$ cat src/rtl/booth_control_param.sv
// Control sequencer for a radix-2 Booth shift-add multiplier datapath.
// Walks LOAD, then EVAL/SHIFT pairs for ITER iterations, then DONE; decodes the Q/A/M/ALU control lines from the state.
module booth_control_param #(
  parameter int unsigned WIDTH = 8,
  parameter int unsigned CNT_W = $clog2(WIDTH + 2)
) (
  input  logic             clk,
  input  logic             rst_n,
  input  logic             start,
  input  logic             signed_mode,
  input  logic             abort,
  input  logic             c1,
  input  logic             c2,
  output logic             q1,
  output logic             q2,
  output logic             a1,
  output logic             a2,
  output logic             m1,
  output logic             alu1,
  output logic             alu_en,
  output logic             ext_signed,
  output logic [CNT_W-1:0] count,
  output logic             busy,
  output logic             done
);

  typedef enum logic [2:0] {
    S_IDLE  = 3'd0,
    S_LOAD  = 3'd1,
    S_EVAL  = 3'd2,
    S_SHIFT = 3'd3,
    S_DONE  = 3'd4
  } state_t;

  state_t           state;
  logic             sgn_q;
  logic [CNT_W-1:0] last_cnt;

  // Unsigned runs one extra iteration to consume the zero-extension bit.
  assign last_cnt = sgn_q ? CNT_W'(WIDTH - 1) : CNT_W'(WIDTH);

  // State, iteration counter and latched operand mode.
  always_ff @(posedge clk or negedge rst_n) begin
    if (!rst_n) begin
      state <= S_IDLE;
      count <= '0;
      sgn_q <= 1'b1;
    end else if (abort && (state != S_IDLE)) begin
      state <= S_IDLE;
      count <= '0;
    end else begin
      case (state)
        S_IDLE: begin
          if (start && !abort) begin
            sgn_q <= signed_mode;
            state <= S_LOAD;
          end
        end
        S_LOAD: begin
          count <= '0;
          state <= S_EVAL;
        end
        S_EVAL: state <= S_SHIFT;
        S_SHIFT: begin
          count <= count + CNT_W'(1);
          state <= (count == last_cnt) ? S_DONE : S_EVAL;
        end
        S_DONE:  state <= S_IDLE;
        default: state <= S_IDLE;
      endcase
    end
  end

  // Control-line decode; everything defaults to hold/0.
  always_comb begin
    q1     = 1'b0;
    q2     = 1'b0;
    a1     = 1'b0;
    a2     = 1'b0;
    m1     = 1'b0;
    alu1   = 1'b0;
    alu_en = 1'b0;
    done   = 1'b0;
    case (state)
      S_LOAD: begin
        q2 = 1'b1;
        a1 = 1'b1;
        a2 = 1'b1;
        m1 = 1'b1;
      end
      S_EVAL: begin
        case ({c1, c2})
          2'b01: begin
            alu_en = 1'b1;
            a2     = 1'b1;
          end
          2'b10: begin
            alu1   = 1'b1;
            alu_en = 1'b1;
            a2     = 1'b1;
          end
          default: ;
        endcase
      end
      S_SHIFT: begin
        q1 = 1'b1;
        a1 = 1'b1;
      end
      S_DONE:  done = 1'b1;
      default: ;
    endcase
  end

  assign busy       = (state != S_IDLE);
  assign ext_signed = sgn_q;

endmodule

$ cat config.mk
export PLATFORM = sky130hd
export DESIGN_NAME = booth_control_param
export DESIGN_NICKNAME = d
export VERILOG_FILES = /design/src/rtl/booth_control_param.sv
export SDC_FILE = /design/constraint.sdc
export NUM_CORES = 1
export LEC_CHECK = 0
export CORE_UTILIZATION = 30
export CTS_CLUSTER_SIZE = 14
export DETAILED_ROUTE_END_ITERATION = 16
export REMOVE_ABC_BUFFERS = 1
export SLEW_MARGIN = 20
export SYNTH_ARGS = -nofsm -noshare
export SYNTH_HDL_FRONTEND = slang
export SYNTH_SLANG_ARGS = --single-unit
$ cat constraint.sdc
create_clock -name clk -period 1.2 [get_ports clk]
set_input_delay 0.12 -clock clk [delete_from_list [all_inputs] [get_ports clk]]
set_output_delay 0.12 -clock clk [all_outputs]
set_load 0.05 [all_outputs]
Word level (Yosys, flattened, before mapping). Cells that the tools add are included.

Register bits: 8. Output and inout port bits: 14. Logic and storage cells: 38.

Add/subtract/negate cells: 1. Equality and inequality tests: 8. Multiplexer cells: 16. Bitwise gates (word level): 1. Reduce and logical (&&, ||, !) cells: 9.

Operators by type and width (count): $pmux W3 S4 (1); $mux W3 (3); $mux W1 (8); $mux W4 (2); $pmux W4 S2 (1); $eq A3 B2 Y1 const B (2); $reduce_bool A3 Y1 (2); $add A4 B1 Y4 const B (1); $eq A4 B4 Y1 (1); $reduce_or A2 Y1 (2); $eq A3 B1 Y1 const B (1); $eq A3 B3 Y1 const B (1); $logic_not A3 Y1 (1); $ne A3 B3 Y1 const B (1); $reduce_and A3 Y1 (1); $eq A2 B1 Y1 const B (1); $eq A2 B2 Y1 const B (1); $logic_and A1 B1 Y1 (2); $pmux W1 S2 (1); $logic_not A1 Y1 (1); $not A1 Y1 (1).

Depth between registers and ports, before layout.
Word-level depth: 5. Depth in mapped cells: 5.

Worst setup path after synthesis. OpenSTA, ideal clock, no wires.

Path type: reg2out. Start point: register state[0]. End point: output alu1. Arrival time: 2185 ps. Data required time: 1080 ps. Slack: -1105 ps. Cell stages (with the launch flop): 3. Path buffers: 1. Path through: dfrtp_1 > buf_4 > nor4b_1.

Cells in the longest elaborated chain, start to end: 2.

RTL lines: from (decl) (RTL line 35) `state_t state;`; from (signal assigned) (RTL line 66) `state <= (count == last_cnt) ? S_DONE : S_EVAL;`; $eq A3 B2 Y1 (RTL line 84) `case (state)`; $mux W1 (RTL line 84); to (decl) (RTL line 19) `output logic alu1,`.

No other way between the ends.

Worst setup path in the final report. Ends and elaborated chain as after synthesis.

==> impl_metrics.xml <==
<?xml version="1.0" encoding="UTF-8"?>
<metrics>
  <group name="run_status">
    <metric name="outcome" unit="">complete, but fails checks</metric>
    <metric name="violated_checks" unit="">negative setup slack</metric>
  </group>
  <group name="routing">
    <metric name="initialDrtViolationCount" unit="">3</metric>
    <metric name="number_of_vias_in_the_routed_layout" unit="">597</metric>
    <metric name="post_drt_wl_per_cell" unit="µm">11.6</metric>
    <metric name="drt_first_pass_iters" unit="">2</metric>
    <metric name="avgViaCountPerCell" unit="">4.49</metric>
    <metric name="antenna_violating_nets_post_route" unit="">0</metric>
    <metric name="wirelength" unit="µm">1540</metric>
    <metric name="drt_drc_violations_left" unit="">0</metric>
  </group>
  <group name="finish">
    <metric name="diodes" unit="">0</metric>
    <metric name="final_layout_size_suffix_gt1_share" unit="%">64.8</metric>
    <metric name="final_core_utilization" unit="%">73.8</metric>
    <metric name="instances_no_fill" unit="">133</metric>
    <metric name="area_growth_syn_to_layout" unit="%">127</metric>
    <metric name="final_net_count" unit="">118</metric>
  </group>
  <group name="floorplanning">
    <metric name="design.die.area" unit="µm²">2070</metric>
    <metric name="die_h" unit="µm">45.5</metric>
    <metric name="start_util" unit="%">32.5</metric>
    <metric name="design.portCount" unit="">21</metric>
    <metric name="die_x" unit="µm">45.5</metric>
    <metric name="num_rows" unit="">15</metric>
    <metric name="design.core.area" unit="µm²">1750</metric>
  </group>
  <group name="sta">
    <metric name="finalHoldViolations" unit="">0</metric>
    <metric name="setup_violations" unit="">14</metric>
    <metric name="clock-skew-final" unit="ns">0.0121</metric>
    <metric name="timing.fmax" unit="MHz">671</metric>
    <metric name="worst_slack" unit="ns">-0.291</metric>
    <metric name="finalWorstPathRequiredPeriod" unit="ns">1.49</metric>
    <metric name="slew-limit-headroom" unit="%">75.8</metric>
    <metric name="final_min_period_over_clock_period" unit="%">124</metric>
    <metric name="tns" unit="ns">-2.70</metric>
    <metric name="rsz_0062_raised_after_global_routing" unit="">yes</metric>
    <metric name="timing.final.max_slew_violations" unit="">0</metric>
    <metric name="worst-slew-pin-transition" unit="ns">0.361</metric>
  </group>
  <group name="worst_setup_path">
    <metric name="crit_start" unit="">state[0]</metric>
    <metric name="cpPeakStageDelay" unit="ns">0.43</metric>
    <metric name="endpoint" unit="">alu1</metric>
    <metric name="worst_ep_arrival_time" unit="ns">1.37</metric>
    <metric name="cp_slowest_cell" unit="">dfrtp_2</metric>
    <metric name="r2r_start" unit="">state[1]</metric>
    <metric name="rr_worst_depth" unit="">6</metric>
    <metric name="critPathKind" unit="">reg -&gt; out</metric>
    <metric name="path_depth" unit="">4</metric>
    <metric name="critical_path_required_time" unit="ns">1.08</metric>
    <metric name="worstSetupEndpointType" unit="">output pin</metric>
    <metric name="worst_setup_path_start_kind" unit="">flop</metric>
    <metric name="cp.buffers_inverters" unit="">3</metric>
    <metric name="critical_path.top_delay_family" unit="">flip-flops</metric>
    <metric name="timing.reg2reg.setup_slack" unit="ns">-0.16</metric>
    <metric name="r2r_end" unit="">ext_signed</metric>
    <metric name="path_max_fanout" unit="">4</metric>
    <metric name="path_cells" unit="">buf_6 -&gt; nor4b_2 -&gt; buf_4 -&gt; buf_12</metric>
  </group>
  <group name="logic_synthesis">
    <metric name="yosys_warnings" unit="">0</metric>
    <metric name="syn-cell-area" unit="µm²">567</metric>
    <metric name="ys_ff_latch" unit="">8</metric>
    <metric name="yosys.cell_types.count" unit="">35</metric>
    <metric name="syn-instance-count" unit="">58</metric>
    <metric name="seq_area_frac_synth" unit="%">35.5</metric>
    <metric name="mean_instance_size_in_the_synthesized_netlist" unit="µm²">9.77</metric>
  </group>
  <group name="global_routing">
    <metric name="grt_pass1_wl" unit="µm">2520</metric>
    <metric name="antenna_found_initial" unit="">0</metric>
    <metric name="vias_in_the_first_global_route" unit="">569</metric>
    <metric name="gr-total-overflow" unit="">0</metric>
    <metric name="largest_net_degree_at_the_start_of_global_routing" unit="">9</metric>
    <metric name="overall_fraction_of_global_route_tracks_in_use" unit="%">17.3</metric>
  </group>
  <group name="place">
    <metric name="half_perimeter_wire_length_after_detailed_placement" unit="µm">1090</metric>
    <metric name="dpl_worst_slack" unit="ns">-0.413</metric>
    <metric name="io_buffer_count" unit="">20</metric>
    <metric name="gpl_wtd_cong" unit="">0.746</metric>
    <metric name="placed_cells" unit="">120</metric>
  </group>
  <group name="clocking">
    <metric name="cts_tree" unit="">done</metric>
    <metric name="cts_made_buffers" unit="">3</metric>
    <metric name="clock_transition_time_at_the_flip_flop_clock_pins_of_the_worst_setup_and_hold_paths" unit="ns">0.06</metric>
    <metric name="clock_insertion_delay_worst_skew" unit="ns">0.26</metric>
    <metric name="cts_htree_levels" unit="">1</metric>
    <metric name="clock_sinks" unit="">8</metric>
    <metric name="cts-root-buf" unit="">clkbuf_4</metric>
    <metric name="clock_tree.buffer_depth" unit="">2</metric>
  </group>
  <group name="power_and_ir_drop">
    <metric name="power.total" unit="µW">1400</metric>
    <metric name="power_density" unit="nW/µm²">1090</metric>
    <metric name="leakage" unit="µW">0.000584</metric>
    <metric name="vdd_drop_max" unit="µV">750</metric>
  </group>
  <group name="min_path">
    <metric name="hold_class" unit="">in -&gt; async</metric>
  </group>
  <group name="job">
    <metric name="timing.max_cap.violations" unit="">0</metric>
  </group>
</metrics>
how the worst min path moves through the flow:
stage / slack [ns] / end / cells past startpoint / from
final: 0.13 / count[3] / 1 / rst_n
after floorplan: -0.18 / count[0] / 0 / rst_n
after CTS: 0.14 / count[3] / 1 / rst_n
after global placement: 0.42 / count[3] / 1 / rst_n
after detailed placement: 0.42 / count[3] / 1 / rst_n
after global routing: 0.15 / count[3] / 1 / rst_n
flip-flops by register name (all words and copies together) (netlist names):
signal	flops
count	4
state	3
ext_signed	1
final cells by class:
class	instances	area, µm²
flip-flops and latches	8	204
repair buffers	50	612
clock buffers	4	26.3
inverters	4	18.8
fillers	117	458
multi-input cells	42	395
well taps	25	31.3
layout by cell type (no fill, tap or decap), types with 3 or more instances in the layout:
cell type and count:
buf_4 17, clkbuf_4 3, dfrtp_1 5, clkdlybuf4s50_1 4, nor2_1 3, buf_6 13
o21ai_1 4, buf_12 12
per-stage QoR:
stage / hold slack (ns) / area [µm²]
after floorplan: -0.176 / 529
after global placement: 0.422 / 1050
after detailed placement: 0.424 / 1050
after CTS: 0.144 / 1240
after global routing: 0.153 / 1290
final: 0.134 / 1290
worst reg2reg max path: stages, from the launching register on:
cell and delay (ns):
dfrtp_2 0.47, buf_6 0.14, buf_6 0.12, nor2_4 0.08
buf_6 0.10, nand3_2 0.08, mux2_4 0.30
cells by family (layout without fill, tap and decap cells):
family	count (synthesis)	count (layout)	share of synthesized area [%]
DFF	8	8	35.5
muxes	2	2	3.75
AOI/OAI and AO/OA	10	10	11.9
and+or+nand+nor	28	28	34.9
buffers and inverters	8	58	9.49
adders and majority gates	2	2	4.41
routing by layer:
| metal | up-vias | routed length, µm | global-route usage, % |
|---|---|---|---|
| met4 | 0 | 0 | 3.64 |
| met5 | - | 0 | 0 |
| met2 | 13 | 849 | 29.7 |
| li1 | 311 | - | - |
| met3 | 0 | 43 | 4.76 |
| met1 | 273 | 651 | 21.4 |
cell usage after synthesis:
cell type  instances  area share, %
a211o_1            1            1.5
a21oi_1            1           0.88
a311oi_1           1            1.5
a32o_1             1            1.8
and2_1             2            2.2
and4b_1            1            1.8
buf_4              2            2.6
buf_6              2            4.0
clkinv_2           1           0.88
dfrtp_1            7             31
dfstp_2            1            4.6
ha_1               2            4.4
inv_1              2            1.3
inv_2              1           0.66
mux2_1             1            2.0
mux2i_1            1            1.8
nand2_1            1           0.66
nand2b_1           1            1.1
nand3_1            3            2.6
nand3b_1           2            2.6
nor2_1             5            3.3
nor2_2             2            2.2
nor2b_1            1            1.1
nor3_1             1           0.88
nor3_2             1            1.8
nor3b_1            1            1.3
nor3b_4            1            3.3
nor4_1             1            1.1
nor4b_1            2            3.1
nor4bb_1           1            1.8
o211ai_1           1            1.3
o21a_1             1            1.3
o21ai_1            4            3.5
or2b_4             1            2.0
or3_4              1            2.0
power breakdown:
part / internal (µW) / leakage (µW) / switching [µW] / total (µW)
clock network: 127 / 0.0000150 / 92.2 / 219
logic: 456 / 0.000467 / 370 / 826
registers: 310 / 0.000102 / 43.9 / 354
total: 894 / 0.000584 / 506 / 1400
what timing repair did:
| action | in CTS | in global routing |
|---|---|---|
| buffers inserted | 8 | 3 |
| hold endpoints to repair | 0 | 0 |
| setup endpoints to repair | 15 | 16 |
| resized for setup | 30 | 8 |
| pin swaps | 7 | 5 |
| hold buffers | 0 | 0 |
(Power assumes the default switching activity.)
